<file path="config.mk">
export PLATFORM = sky130hd
export DESIGN_NAME = dds_sweep_ctrl
export DESIGN_NICKNAME = d
export VERILOG_FILES = /design/src/rtl/dds_pkg.sv /design/src/rtl/dds_dwell_cnt.sv /design/src/rtl/dds_sweep_ctrl.sv
export SDC_FILE = /design/constraint.sdc
export NUM_CORES = 1
export LEC_CHECK = 0
export ABC_AREA = 1
export CORE_ASPECT_RATIO = 0.7
export CORE_MARGIN = 10
export CORE_UTILIZATION = 35
export CTS_BUF_LIST = sky130_fd_sc_hd__clkbuf_4 sky130_fd_sc_hd__clkbuf_8
export DETAILED_ROUTE_END_ITERATION = 8
export HOLD_SLACK_MARGIN = 0.12
export PLACE_DENSITY = 0.65
export SLEW_MARGIN = 20
export SYNTH_ARGS = -nofsm -noshare
export SYNTH_HDL_FRONTEND = slang
export SYNTH_HIERARCHICAL = 1
export SYNTH_SLANG_ARGS = --single-unit
</file>
<file path="constraint.sdc">
create_clock -name sys_clk -period 8.96 [get_ports sys_clk]
set_input_delay 1.792 -clock sys_clk [delete_from_list [all_inputs] [get_ports sys_clk]]
set_output_delay 1.792 -clock sys_clk [all_outputs]
set_load 0.02 [all_outputs]
</file>
<file path="src/rtl/dds_pkg.sv">
// Shared definitions for the DDS sweep controller and the DDS register slave:
// sweep FSM states, register map and the word-advance rule.
package dds_pkg;

   typedef enum logic [2:0] {
      ST_IDLE,
      ST_CMD,
      ST_RSP,
      ST_DWELL,
      ST_NEXT
   } sweep_state_e;

   localparam logic [7:0]  DDS_AMP_OFS      = 8'h00;
   localparam logic [7:0]  DDS_FREQ_OFS     = 8'h04;
   localparam logic [7:0]  DDS_MIN_OFS      = 8'h08;
   localparam logic [7:0]  DDS_PHASE_OFS    = 8'h0C;
   localparam logic [31:0] DDS_DEFAULT_FREQ = 32'd42949;

   // Next sweep point; saturates at stop so the final word is written exactly
   // and a 32-bit carry can never wrap to a small frequency.
   function automatic logic [31:0] sweep_advance(input logic [31:0] word,
                                                 input logic [31:0] step,
                                                 input logic [31:0] stop);
      logic [32:0] sum;
      sum = {1'b0, word} + {1'b0, step};
      if (sum[32] || (sum >= {1'b0, stop}))
         return stop;
      else
         return sum[31:0];
   endfunction

endpackage

</file>
<file path="src/rtl/dds_dwell_cnt.sv">
// Loadable down-counter timing the hold of each sweep point; expire_o flags
// the last cycle of the dwell.
module dds_dwell_cnt #(
   parameter int unsigned W = 24
) (
   input  logic         clk_i,
   input  logic         rst_i,
   input  logic         load_i,
   input  logic [W-1:0] load_val_i,
   input  logic         dec_i,
   output logic         expire_o
);

   logic [W-1:0] cnt_q, cnt_d;

   always_comb begin
      cnt_d = cnt_q;
      if (load_i)
         cnt_d = load_val_i;
      else if (dec_i && (cnt_q != '0))
         cnt_d = cnt_q - W'(1);
   end

   always_ff @(posedge clk_i or posedge rst_i) begin
      if (rst_i)
         cnt_q <= '0;
      else
         cnt_q <= cnt_d;
   end

   assign expire_o = (cnt_q == W'(1));

endmodule

</file>
<file path="src/rtl/dds_sweep_ctrl.sv">
// ICB-master sequencer that steps the DDS frequency register through a linear
// sweep, holding each tuning word for a programmable dwell.
module dds_sweep_ctrl
   import dds_pkg::*;
#(
   parameter logic [31:0] DDS_BASE = 32'h0,
   parameter logic [7:0]  FREQ_OFS = DDS_FREQ_OFS,
   parameter int unsigned DWELL_W  = 24,
   parameter bit          WAIT_RSP = 1'b0
) (
   input  logic               sys_clk,
   input  logic               sys_rst,
   input  logic               start,
   input  logic               stop,
   input  logic               loop_en,
   input  logic [31:0]        start_freq,
   input  logic [31:0]        stop_freq,
   input  logic [31:0]        step,
   input  logic [DWELL_W-1:0] dwell,
   output logic               busy,
   output logic               done,
   output logic               err,
   output logic [31:0]        cur_freq,
   output logic               m_icb_cmd_valid,
   input  logic               m_icb_cmd_ready,
   output logic [31:0]        m_icb_cmd_addr,
   output logic               m_icb_cmd_read,
   output logic [31:0]        m_icb_cmd_wdata,
   output logic [3:0]         m_icb_cmd_wmask,
   input  logic               m_icb_rsp_valid,
   output logic               m_icb_rsp_ready,
   input  logic               m_icb_rsp_err
);

   localparam logic [31:0] FREQ_ADDR = DDS_BASE + {24'h0, FREQ_OFS};

   sweep_state_e       state_q, state_d;
   logic [31:0]        word_q, word_d;
   logic [31:0]        start_sh_q, start_sh_d;
   logic [31:0]        stop_sh_q, stop_sh_d;
   logic [31:0]        step_sh_q, step_sh_d;
   logic [DWELL_W-1:0] dwell_sh_q, dwell_sh_d;
   logic               loop_q, loop_d;
   logic               err_q, err_d;
   logic [31:0]        cur_freq_q, cur_freq_d;
   logic               stop_pend_q, stop_pend_d;

   logic               cnt_load, cnt_dec, cnt_expire;
   logic [DWELL_W-1:0] dwell_eff;
   logic               cmd_valid, rsp_ready, done_pulse;

   assign dwell_eff = (dwell_sh_q == '0) ? DWELL_W'(1) : dwell_sh_q;

   dds_dwell_cnt #(.W(DWELL_W)) u_dwell_cnt (
      .clk_i      (sys_clk),
      .rst_i      (sys_rst),
      .load_i     (cnt_load),
      .load_val_i (dwell_eff),
      .dec_i      (cnt_dec),
      .expire_o   (cnt_expire)
   );

   always_comb begin
      state_d     = state_q;
      word_d      = word_q;
      start_sh_d  = start_sh_q;
      stop_sh_d   = stop_sh_q;
      step_sh_d   = step_sh_q;
      dwell_sh_d  = dwell_sh_q;
      loop_d      = loop_q;
      err_d       = err_q;
      cur_freq_d  = cur_freq_q;
      stop_pend_d = stop_pend_q;
      cnt_load    = 1'b0;
      cnt_dec     = 1'b0;
      cmd_valid   = 1'b0;
      rsp_ready   = 1'b0;
      done_pulse  = 1'b0;

      unique case (state_q)
         ST_IDLE: begin
            // A simultaneous stop suppresses the start entirely.
            if (start && !stop) begin
               start_sh_d  = start_freq;
               stop_sh_d   = stop_freq;
               step_sh_d   = step;
               dwell_sh_d  = dwell;
               loop_d      = loop_en;
               word_d      = start_freq;
               err_d       = 1'b0;
               stop_pend_d = 1'b0;
               state_d     = ST_CMD;
            end
         end

         ST_CMD: begin
            cmd_valid = 1'b1;
            if (stop)
               stop_pend_d = 1'b1;
            if (m_icb_cmd_ready) begin
               cur_freq_d = word_q;
               if (WAIT_RSP) begin
                  state_d = ST_RSP;
               end else begin
                  cnt_load = 1'b1;
                  state_d  = ST_DWELL;
               end
            end
         end

         ST_RSP: begin
            rsp_ready = 1'b1;
            if (stop)
               stop_pend_d = 1'b1;
            if (m_icb_rsp_valid) begin
               if (m_icb_rsp_err) begin
                  err_d      = 1'b1;
                  done_pulse = 1'b1;
                  state_d    = ST_IDLE;
               end else begin
                  cnt_load = 1'b1;
                  state_d  = ST_DWELL;
               end
            end
         end

         ST_DWELL: begin
            cnt_dec = 1'b1;
            if (stop)
               stop_pend_d = 1'b1;
            if (stop || stop_pend_q || cnt_expire)
               state_d = ST_NEXT;
         end

         ST_NEXT: begin
            if (stop_pend_q || stop) begin
               done_pulse = 1'b1;
               state_d    = ST_IDLE;
            end else if (word_q == stop_sh_q) begin
               if (loop_q) begin
                  word_d  = start_sh_q;
                  state_d = ST_CMD;
               end else begin
                  done_pulse = 1'b1;
                  state_d    = ST_IDLE;
               end
            end else begin
               word_d  = sweep_advance(word_q, step_sh_q, stop_sh_q);
               state_d = ST_CMD;
            end
         end

         default: state_d = ST_IDLE;
      endcase
   end

   always_ff @(posedge sys_clk or posedge sys_rst) begin
      if (sys_rst) begin
         state_q     <= ST_IDLE;
         word_q      <= '0;
         start_sh_q  <= '0;
         stop_sh_q   <= '0;
         step_sh_q   <= '0;
         dwell_sh_q  <= '0;
         loop_q      <= 1'b0;
         err_q       <= 1'b0;
         cur_freq_q  <= '0;
         stop_pend_q <= 1'b0;
      end else begin
         state_q     <= state_d;
         word_q      <= word_d;
         start_sh_q  <= start_sh_d;
         stop_sh_q   <= stop_sh_d;
         step_sh_q   <= step_sh_d;
         dwell_sh_q  <= dwell_sh_d;
         loop_q      <= loop_d;
         err_q       <= err_d;
         cur_freq_q  <= cur_freq_d;
         stop_pend_q <= stop_pend_d;
      end
   end

   // Payload is gated by valid so the bus reads zero whenever nothing is offered.
   assign m_icb_cmd_valid = cmd_valid;
   assign m_icb_cmd_addr  = cmd_valid ? FREQ_ADDR : '0;
   assign m_icb_cmd_wdata = cmd_valid ? word_q : '0;
   assign m_icb_cmd_read  = 1'b0;
   assign m_icb_cmd_wmask = 4'hF;
   assign m_icb_rsp_ready = rsp_ready;

   assign busy     = (state_q != ST_IDLE);
   assign done     = done_pulse;
   assign err      = err_q;
   assign cur_freq = cur_freq_q;

endmodule

</file>
==> results.cfg, run 1 <==
[global_routing]
antenna_found_initial = 3
overflow = 0
grt_pass1_wl_um = 75400
first_global_vias = 13134
track_usage_pct = 19.3
grt_max_degree = 125

[floorplan]
core_um2 = 39800
start_util_pct = 35.6
rows = 61
die-area_um2 = 49100
num_io_pins = 234
fp.dieH_um = 188
die_x_um = 261

[layout]
layout_common_cells = 540 x nand2_1, 239 x inv_1, 225 x nor2_1
final_layout_size_suffix_gt1_share_pct = 7.05
regArea_um2 = 5360
fill_cells = 4100
finalCoreUtilization_pct = 42.7
layout_commonest_cell = nand2_1
finalNetCount = 2331
syn2layout_area_growth_pct = 20.0
multi_input_comb_area_um2 = 7270

[yosys]
synth_edf_count = 0
syn_area_per_cell_um2 = 7.14
yosys_warnings = 6
yosysUniqueCellTypes = 47
synth-seq-cells = 214
synth_seq_area_share_pct = 37.8
synth_flop_cell = dfrtp_1
async_flop_share_pct = 100
syn_inst = 1986
syn_area_um2 = 14200

[timing]
timing.fmax_mhz = 192
finalMaxSlewViolations = 0
slew_headroom_pct = 30.6
final-hold-violation-count = 0
fin_crit_sh_pct = 58.1
rsz0062_at_grt = no
setup_viol = 0
finClkSkew_ns = 0.0224
period_minus_slack_ns = 5.21
final.setup.tns_ns = 0
tightest_slew_ns = 1.04

[setup_path]
worst-path-max-fanout = 32
r2r-end = word_q[12]$_DFFE_PP0P_
reg2reg_slack_ns = 3.75
slowest_stage = nor4_1
worstSetupPathType = flop to flop
crit_chain = ha_1 > nand2_1 > o21ai_0 > a21oi_1 > o21ai_1 > nand2_1 > nand2_1 > xor2_1 > ha_1 > nand4_1 > nor4_1 > nand3_1 > nor3_1 > nor3_4 > buf_4 > nand2_4 > nand2_1 > nand3_1 > nand2_1 > a21oi_2
cp-start-kind = flop
cp-end-kind = flop
cpLargestDelayFamily = simple AND/OR/NAND/NOR gates
critPathMaxStageDelay_ns = 0.67
cpMostUsedCell = nand2_1
required_ns = 9.44
crit-reg2reg-launch = word_q[11]$_DFFE_PP0P_
worstSetupStartpoint = word_q[11]$_DFFE_PP0P_
worstRegToRegCells = 20
crit_buf_inv = 1
critical_path_arrival_ns = 5.69

[placed_design]
place_congestion = 0.967
hpwl_um = 36600
io_buffers = 197

[detailed_routing]
ant_nets = 0
num_vias = 13352
drt_iter0_drc = 1246
wire_per_inst_um = 18.0
route.detailed.drc = 0
routed_wl_um = 48400
drt_pre_antenna_iters = 5
vias_per_cell = 4.96

[job]
drv_cap = 0

[hold_path]
min_to = start_sh_q[29]$_DFFE_PP0P_
min-delay-start = start_sh_q[29]$_DFFE_PP0P_
hp-class = flop to flop
min_path_cells = 2

[clock_network]
clk_latency_ns = 0.56
root_buffer = clkbuf_8
htree_levels = 2
cts_made_buffers = 38
clock-sinks = 214
cts_setup_buffers = 0
cts_resized = 0
clk_pin_slew_ns = 0.06
cts_hold_buf = 0
clockBufferDepth = 3
cts_tree = built

[outcome]
outcome = completed
==> through the flow <==
stage / instances / cell area, µm² / hold WS, ns / worst slack (ns)
global placement: 2630 / 16300 / 0.460 / 3.85
CTS: 2691 / 17000 / 0.480 / 3.86
floorplan: 2020 / 14300 / 0.442 / 2.00
global route: 2692 / 17000 / 0.496 / 3.46
detailed placement: 2630 / 16300 / 0.467 / 3.88
finish: 2694 / 17000 / 0.475 / 3.75
==> layout make-up <==
type / count / share of cell area [%]
Antenna cell: 3 / 0.0441
Clock buffer: 56 / 4.12
Clock inverter: 5 / 0.221
Inverter: 246 / 5.49
Multi-Input combinational cell: 1429 / 42.7
Sequential cell: 214 / 31.5
Tap cell: 535 / 3.93
Timing Repair Buffer: 206 / 12.0
==> state kept, by name, indices dropped and copies added, names as in the netlist <==
name,flops
stop_pend_q,1
start_sh_q,32
state_q,3
err,1
dwell_sh_q,24
word_q,32
cur_freq,32
stop_sh_q,32
loop_q,1
u_dwell_cnt/cnt_q,24
step_sh_q,32
==> logic make-up (layout without fill, tap and decap cells) <==
| logic type | Yosys count | in the layout | share of synthesized area [%] |
|---|---|---|---|
| XOR/XNOR | 56 | 56 | 3.46 |
| AO/OA/AOI/OAI | 305 | 305 | 12.3 |
| adder cells (fa/ha/maj) | 68 | 68 | 6.05 |
| buffers and inverters | 377 | 513 | 11.9 |
| other | 2 | 39 | 0.0530 |
| flip-flops | 214 | 214 | 37.8 |
| AND/OR/NAND/NOR | 964 | 964 | 28.4 |
==> worst max-delay path by stage <==
stage | slack (ns) | cells past startpoint | to
floorplan | 2.00 | 1 | cur_freq[0]$_DFFE_PP0P_
global placement | 3.85 | 20 | word_q[21]$_DFFE_PP0P_
detailed placement | 3.88 | 20 | word_q[11]$_DFFE_PP0P_
CTS | 3.86 | 20 | word_q[12]$_DFFE_PP0P_
global route | 3.46 | 20 | word_q[15]$_DFFE_PP0P_
finish | 3.75 | 20 | word_q[12]$_DFFE_PP0P_
==> cell usage after synthesis (2+ instances only) <==
| library cell | instances | area [µm²] |
|---|---|---|
| dfrtp_1 | 214 | 5360 |
| nor3_2 | 3 | 30.0 |
| buf_2 | 24 | 120 |
| o211ai_1 | 2 | 15.0 |
| o22ai_1 | 3 | 18.8 |
| nor4_1 | 14 | 87.6 |
| nand2_4 | 5 | 56.3 |
| nand3_1 | 118 | 591 |
| a21o_1 | 6 | 45.0 |
| nor2_1 | 226 | 848 |
| nand2_2 | 7 | 43.8 |
| nand2_1 | 542 | 2030 |
| a32o_1 | 2 | 20.0 |
| ha_1 | 67 | 838 |
| nand4_1 | 21 | 131 |
| buf_4 | 41 | 308 |
| a21oi_1 | 54 | 270 |
| o21bai_1 | 8 | 60.1 |
| o21ai_1 | 26 | 130 |
| buf_6 | 12 | 135 |
| clkbuf_1 | 53 | 199 |
| inv_2 | 2 | 7.51 |
| xor2_1 | 51 | 447 |
| nand3_2 | 2 | 20.0 |
| nor3_1 | 7 | 35.0 |
| nor2_4 | 2 | 22.5 |
| conb_1 | 2 | 7.51 |
| a21oi_2 | 38 | 333 |
| inv_1 | 241 | 905 |
| o21ai_0 | 161 | 806 |
| nor3_4 | 2 | 32.5 |
| nor2_2 | 10 | 62.6 |
| o21ai_2 | 2 | 17.5 |
| xnor2_1 | 5 | 43.8 |
==> worst reg2reg max path, stage by stage (launching register included) <==
cell and delay (ns):
dfrtp_1 0.44, ha_1 0.41, nand2_1 0.11, o21ai_0 0.47
a21oi_1 0.19, o21ai_1 0.34, nand2_1 0.10, nand2_1 0.10
xor2_1 0.25, ha_1 0.17, nand4_1 0.15, nor4_1 0.67
nand3_1 0.14, nor3_1 0.31, nor3_4 0.15, buf_4 0.28
nand2_4 0.43, nand2_1 0.13, nand3_1 0.09, nand2_1 0.08
a21oi_2 0.12
==> layer usage <==
metal  global-route usage [%]  part of all wire (%)
met4                     3.35                   1.3
met1                     29.0                    49
met3                     5.47                   9.5
met5                        0                     0
met2                     26.7                    40
Power of run 1 is not shown: default switching activity piles up to over one toggle a cycle in this logic, so the estimate is an artifact.
==> run 2, diff against run 1 <==
==> constraint.sdc (replaced) <==
create_clock -name sys_clk -period 5 [get_ports sys_clk]
set_input_delay 1 -clock sys_clk [delete_from_list [all_inputs] [get_ports sys_clk]]
set_output_delay 1 -clock sys_clk [all_outputs]
set_load 0.02 [all_outputs]
==> run 2 against run 1 <==
Compared with the run above: non-clock buffer count increased by 11; critical path depth increased by 3; clock skew increased by 0.00069 ns; design area increased by 1.2%; routed wire length increased by 0.44%; maximum frequency increased by 11%; sequential share of layout area decreased by 0.39 points; cell count increased by 0.67%; highest routed layer unchanged.
==> results.cfg, run 2 (same netlist as run 1, synthesis figures left out) <==
[clock_network]
cts_tree = built
clockBufferDepth = 3
clock-sinks = 214
clk_pin_slew_ns = 0.06
clk_latency_ns = 0.57
htree_levels = 2
root_buffer = clkbuf_8
cts_made_buffers = 38

[timing]
finalMaxSlewViolations = 0
finClkSkew_ns = 0.0231
setup_viol = 0
timing.fmax_mhz = 214
period_minus_slack_ns = 4.67
fin_crit_sh_pct = 93.5
final-hold-violation-count = 0
final.setup.tns_ns = 0
slew_headroom_pct = 45.7
tightest_slew_ns = 0.812
rsz0062_at_grt = no
holdWs_ns = 0.479

[setup_path]
worstRegToRegCells = 23
cp-start-kind = flop
worstSetupPathType = flop to flop
required_ns = 5.50
cpMostUsedCell = nand2_1
slowest_stage = dfrtp_1
crit_chain = ha_1 > nand2_1 > nor2_2 > inv_1 > nor3_2 > nand2_1 > o211ai_1 > xor2_1 > ha_1 > a21oi_1 > o21ai_0 > a21oi_1 > nand2_1 > nand2_1 > nand2_1 > nand2_1 > nand2_1 > nand2_8 > buf_4 > nand3_1 > nand3_1 > nand2_1 > a21oi_2
worst-path-max-fanout = 18
critical_path_arrival_ns = 5.17
cp-end-kind = flop
critPathMaxStageDelay_ns = 0.45

[layout]
layout_commonest_cell = nand2_1
finalNetCount = 2342
final_layout_size_suffix_gt1_share_pct = 7.78
multi_input_comb_area_um2 = 7280
finalCoreUtilization_pct = 43.3
layout_common_cells = 540 x nand2_1, 239 x inv_1, 225 x nor2_1
syn2layout_area_growth_pct = 21.5
regArea_um2 = 5360
fill_cells = 4139
fin_cells = 2712

[floorplan]
die_x_um = 261
die-area_um2 = 49100
core_um2 = 39800
num_io_pins = 234
start_util_pct = 35.6
rows = 61
fp.dieH_um = 188

[detailed_routing]
drt_pre_antenna_iters = 5
ant_nets = 0
drt-met1-wl_um = 24100
num_vias = 13472
route.detailed.drc = 0
top_layer = met4
wl_met3_um = 4610
vias_per_cell = 4.97
wl_met2_um = 18900
routed_wl_um = 48600
wire_per_inst_um = 17.9
drt_iter0_drc = 1147

[placed_design]
place_congestion = 0.968
placed_cells = 2636
io_buffers = 197
hpwl_um = 36900

[global_routing]
grt_pass1_wl_um = 76100
antenna_found_initial = 5
grt_max_degree = 143
first_global_vias = 13208
overflow = 0
track_usage_pct = 19.5

[hold_path]
hp-class = flop to flop
min_path_cells = 2

[outcome]
outcome = completed

[job]
drv_cap = 0
==> run 2: routing by layer <==
metal	global-route usage [%]	vias up
li1	-	6533
met1	29.7	6379
met2	26.4	497
met3	5.09	63
met4	4.68	0
met5	0	-
==> run 2: worst paths after layout <==
kind,from,to,slack [ns]
max,word_q[23]$_DFFE_PP0P_,word_q[26]$_DFFE_PP0P_,0.33
min,start_sh_q[31]$_DFFE_PP0P_,start_sh_q[31]$_DFFE_PP0P_,0.48
max reg2reg,word_q[23]$_DFFE_PP0P_,word_q[26]$_DFFE_PP0P_,0.33
min reg2reg,start_sh_q[31]$_DFFE_PP0P_,start_sh_q[31]$_DFFE_PP0P_,0.48
max in group asynchronous,sys_rst,stop_sh_q[18]$_DFFE_PP0P_,3.02
min in group asynchronous,sys_rst,u_dwell_cnt/cnt_q[23]$_DFFE_PP0P_,0.92
==> run 2: metrics by stage <==
step / instance area (µm²) / worst slack (ns)
global route: 17200 / 0.00189
floorplan: 14300 / 1.55
global placement: 16400 / 0.397
detailed placement: 16400 / 0.351
CTS: 17200 / 0.346
finish: 17200 / 0.327
==> run 2: area by class of cell <==
class	instances	share of cell area (%)
clock inverter	5	0.450
inverter	246	5.40
clock buffer	62	4.33
antenna	4	0.0581
timing repair buffer	217	12.5
tap	535	3.88
sequential	214	31.1
multi-input combinational	1429	42.3
==> run 2: timing repair <==
item	4_1_cts	5_1_grt
buffers inserted	0	5
resized for setup	0	1
endpoints found under the hold margin	0	0
setup endpoints to repair	0	32
hold buffers	0	0
==> run 2: worst max-delay path: cells and delay by family, from the launching register on <==
| kind | cells | cell delay [ns] |
|---|---|---|
| fa+ha+maj | 2 | 0.75 |
| compound gates | 5 | 1.09 |
| buf+inv | 2 | 0.35 |
| flops | 1 | 0.45 |
| xor+xnor | 1 | 0.31 |
| simple gates | 13 | 1.64 |
Power of run 2 is left out for the same reason.
==> run 3, diff against run 2 <==
--- a/config.mk
+++ b/config.mk
@@ -11,8 +11,10 @@
 export CORE_UTILIZATION = 35
 export CTS_BUF_LIST = sky130_fd_sc_hd__clkbuf_4 sky130_fd_sc_hd__clkbuf_8
 export DETAILED_ROUTE_END_ITERATION = 8
+export GPL_TIMING_DRIVEN = 0
 export HOLD_SLACK_MARGIN = 0.12
 export PLACE_DENSITY = 0.65
+export SETUP_SLACK_MARGIN = 0.3
 export SLEW_MARGIN = 20
 export SYNTH_ARGS = -nofsm -noshare
 export SYNTH_HDL_FRONTEND = slang
==> run 3 against run 2 <==
Compared with the run above: worst setup slack better by 0.21 ns; critical path depth down 1; cell count up 4.3%; first-iteration DRC count up 21%.
==> results.cfg, run 3 (same netlist as run 1, synthesis figures left out) <==
[layout]
final_layout_size_suffix_gt1_share_pct = 10.4
syn2layout_area_growth_pct = 26.5
multi_input_comb_area_um2 = 7300
finalNetCount = 2459
regArea_um2 = 5360
layout_common_cells = 540 x nand2_1, 239 x inv_1, 225 x nor2_1
fill_cells = 4076
layout_commonest_cell = nand2_1
fin_cells = 2829

[timing]
timing.fmax_mhz = 224
period_minus_slack_ns = 4.47
tightest_slew_ns = 0.899
finalMaxSlewViolations = 0
final-hold-violation-count = 0
fin_crit_sh_pct = 89.3
fin_ws_ns = 0.535
slew_headroom_pct = 40.1
final.setup.tns_ns = 0
rsz0062_at_grt = no
setup_viol = 0
finClkSkew_ns = 0.0271

[setup_path]
cp-start-kind = flop
critical_path_arrival_ns = 4.95
cpMostUsedCell = nand2_1
cp-end-kind = flop
critPathMaxStageDelay_ns = 0.59
required_ns = 5.48
worstSetupPathType = flop to flop
slowest_stage = nor4_2
crit_chain = ha_1 > fa_1 > nand2_1 > inv_1 > nand2_1 > nand2_2 > nand2_1 > nand2_1 > a21o_1 > xor2_1 > ha_1 > nand2_1 > nor4_2 > nand3_1 > nor3_2 > nor3_4 > nand2_4 > buf_6 > nand2_1 > nand3_1 > nand2_1 > a21oi_2
worst-path-max-fanout = 10

[clock_network]
root_buffer = clkbuf_8
cts_setup_buffers = 0
clk_latency_ns = 0.57
clk_pin_slew_ns = 0.06
cts_tree = built
htree_levels = 2
clock-sinks = 214
clockBufferDepth = 3
cts_made_buffers = 38

[placed_design]
dp_slack_ns = 0.252
hpwl_um = 43200
placed_cells = 2758
io_buffers = 197
place_congestion = 0.980

[job]
drv_cap = 0

[detailed_routing]
wire_per_inst_um = 18.9
routed_wl_um = 53600
vias_per_cell = 5.01
route.detailed.drc = 0
num_vias = 14176
drt_iter0_drc = 1383
ant_nets = 0
drt_pre_antenna_iters = 8

[global_routing]
track_usage_pct = 21.6
antenna_found_initial = 1
grt_max_degree = 33
overflow = 0
first_global_vias = 13818
grt_pass1_wl_um = 82600

[floorplan]
die-area_um2 = 49100
num_io_pins = 234
core_um2 = 39800
die_x_um = 261
start_util_pct = 35.6
rows = 61
fp.dieH_um = 188

[outcome]
outcome = completed

[hold_path]
hp-class = flop to flop
==> run 3: cell types whose count changed in the layout (fill, tap and decap cells not counted), sizes merged <==
cell    previous run  this run
buf               20        84
clkbuf            62       116
clkinv             4         7
bufinv             2         0
diode              4         2
==> run 3: timing repair <==
item                                    CTS  global route
hold endpoints to repair                  0             0
hold buffers                              0             0
resized for setup                         1             8
endpoints found under the setup margin    8            32
==> run 3: area by class of cell <==
class	count	share of cell area, %
Antenna cell	2	0.0279
Buffer	131	4.27
Clock buffer	63	4.38
Clock inverter	6	0.181
Inverter	246	5.19
Multi-Input combinational cell	1429	40.7
Sequential cell	214	29.9
Tap cell	535	3.73
Timing Repair Buffer	203	11.7
==> run 3: metrics by stage <==
step	utilization (%)	instance area, µm²	hold slack (ns)
5_1_grt	45.0	17900	0.507
3_3_place_gp	42.6	17000	0.462
3_5_place_dp	42.9	17100	0.467
6_report	45.0	17900	0.476
2_1_floorplan	-	14300	0.442
4_1_cts	44.9	17900	0.483
==> run 3: final timing paths <==
kind | to | from | cells after the start | slack (ns)
max | word_q[19]$_DFFE_PP0P_ | word_q[0]$_DFFE_PP0P_ | 22 | 0.53
max in group asynchronous | start_sh_q[18]$_DFFE_PP0P_ | sys_rst | 6 | 2.76
min in group asynchronous | u_dwell_cnt/cnt_q[19]$_DFFE_PP0P_ | sys_rst | 2 | 0.89
min reg2reg | loop_q$_DFFE_PP0P_ | loop_q$_DFFE_PP0P_ | 2 | 0.48
min | loop_q$_DFFE_PP0P_ | loop_q$_DFFE_PP0P_ | 2 | 0.48
max reg2reg | word_q[19]$_DFFE_PP0P_ | word_q[0]$_DFFE_PP0P_ | 22 | 0.53
==> run 3: metal layers <==
layer / global-route usage, % / vias to the layer above / part of all wire (%)
met5: 0 / - / 0
met4: 5.11 / 0 / 1.9
met3: 5.14 / 63 / 10
met2: 29.7 / 615 / 39
met1: 32.8 / 6735 / 48
li1: - / 6763 / -
==> run 3: critical path: cells and delay by family (launching register included) <==
| family | cells | cell delay, ns |
|---|---|---|
| flops | 1 | 0.42 |
| xor+xnor | 1 | 0.18 |
| simple gates | 14 | 2.24 |
| compound gates | 2 | 0.34 |
| buf+inv | 2 | 0.22 |
| fa+ha+maj | 3 | 0.97 |
Power of run 3 is left out for the same reason.
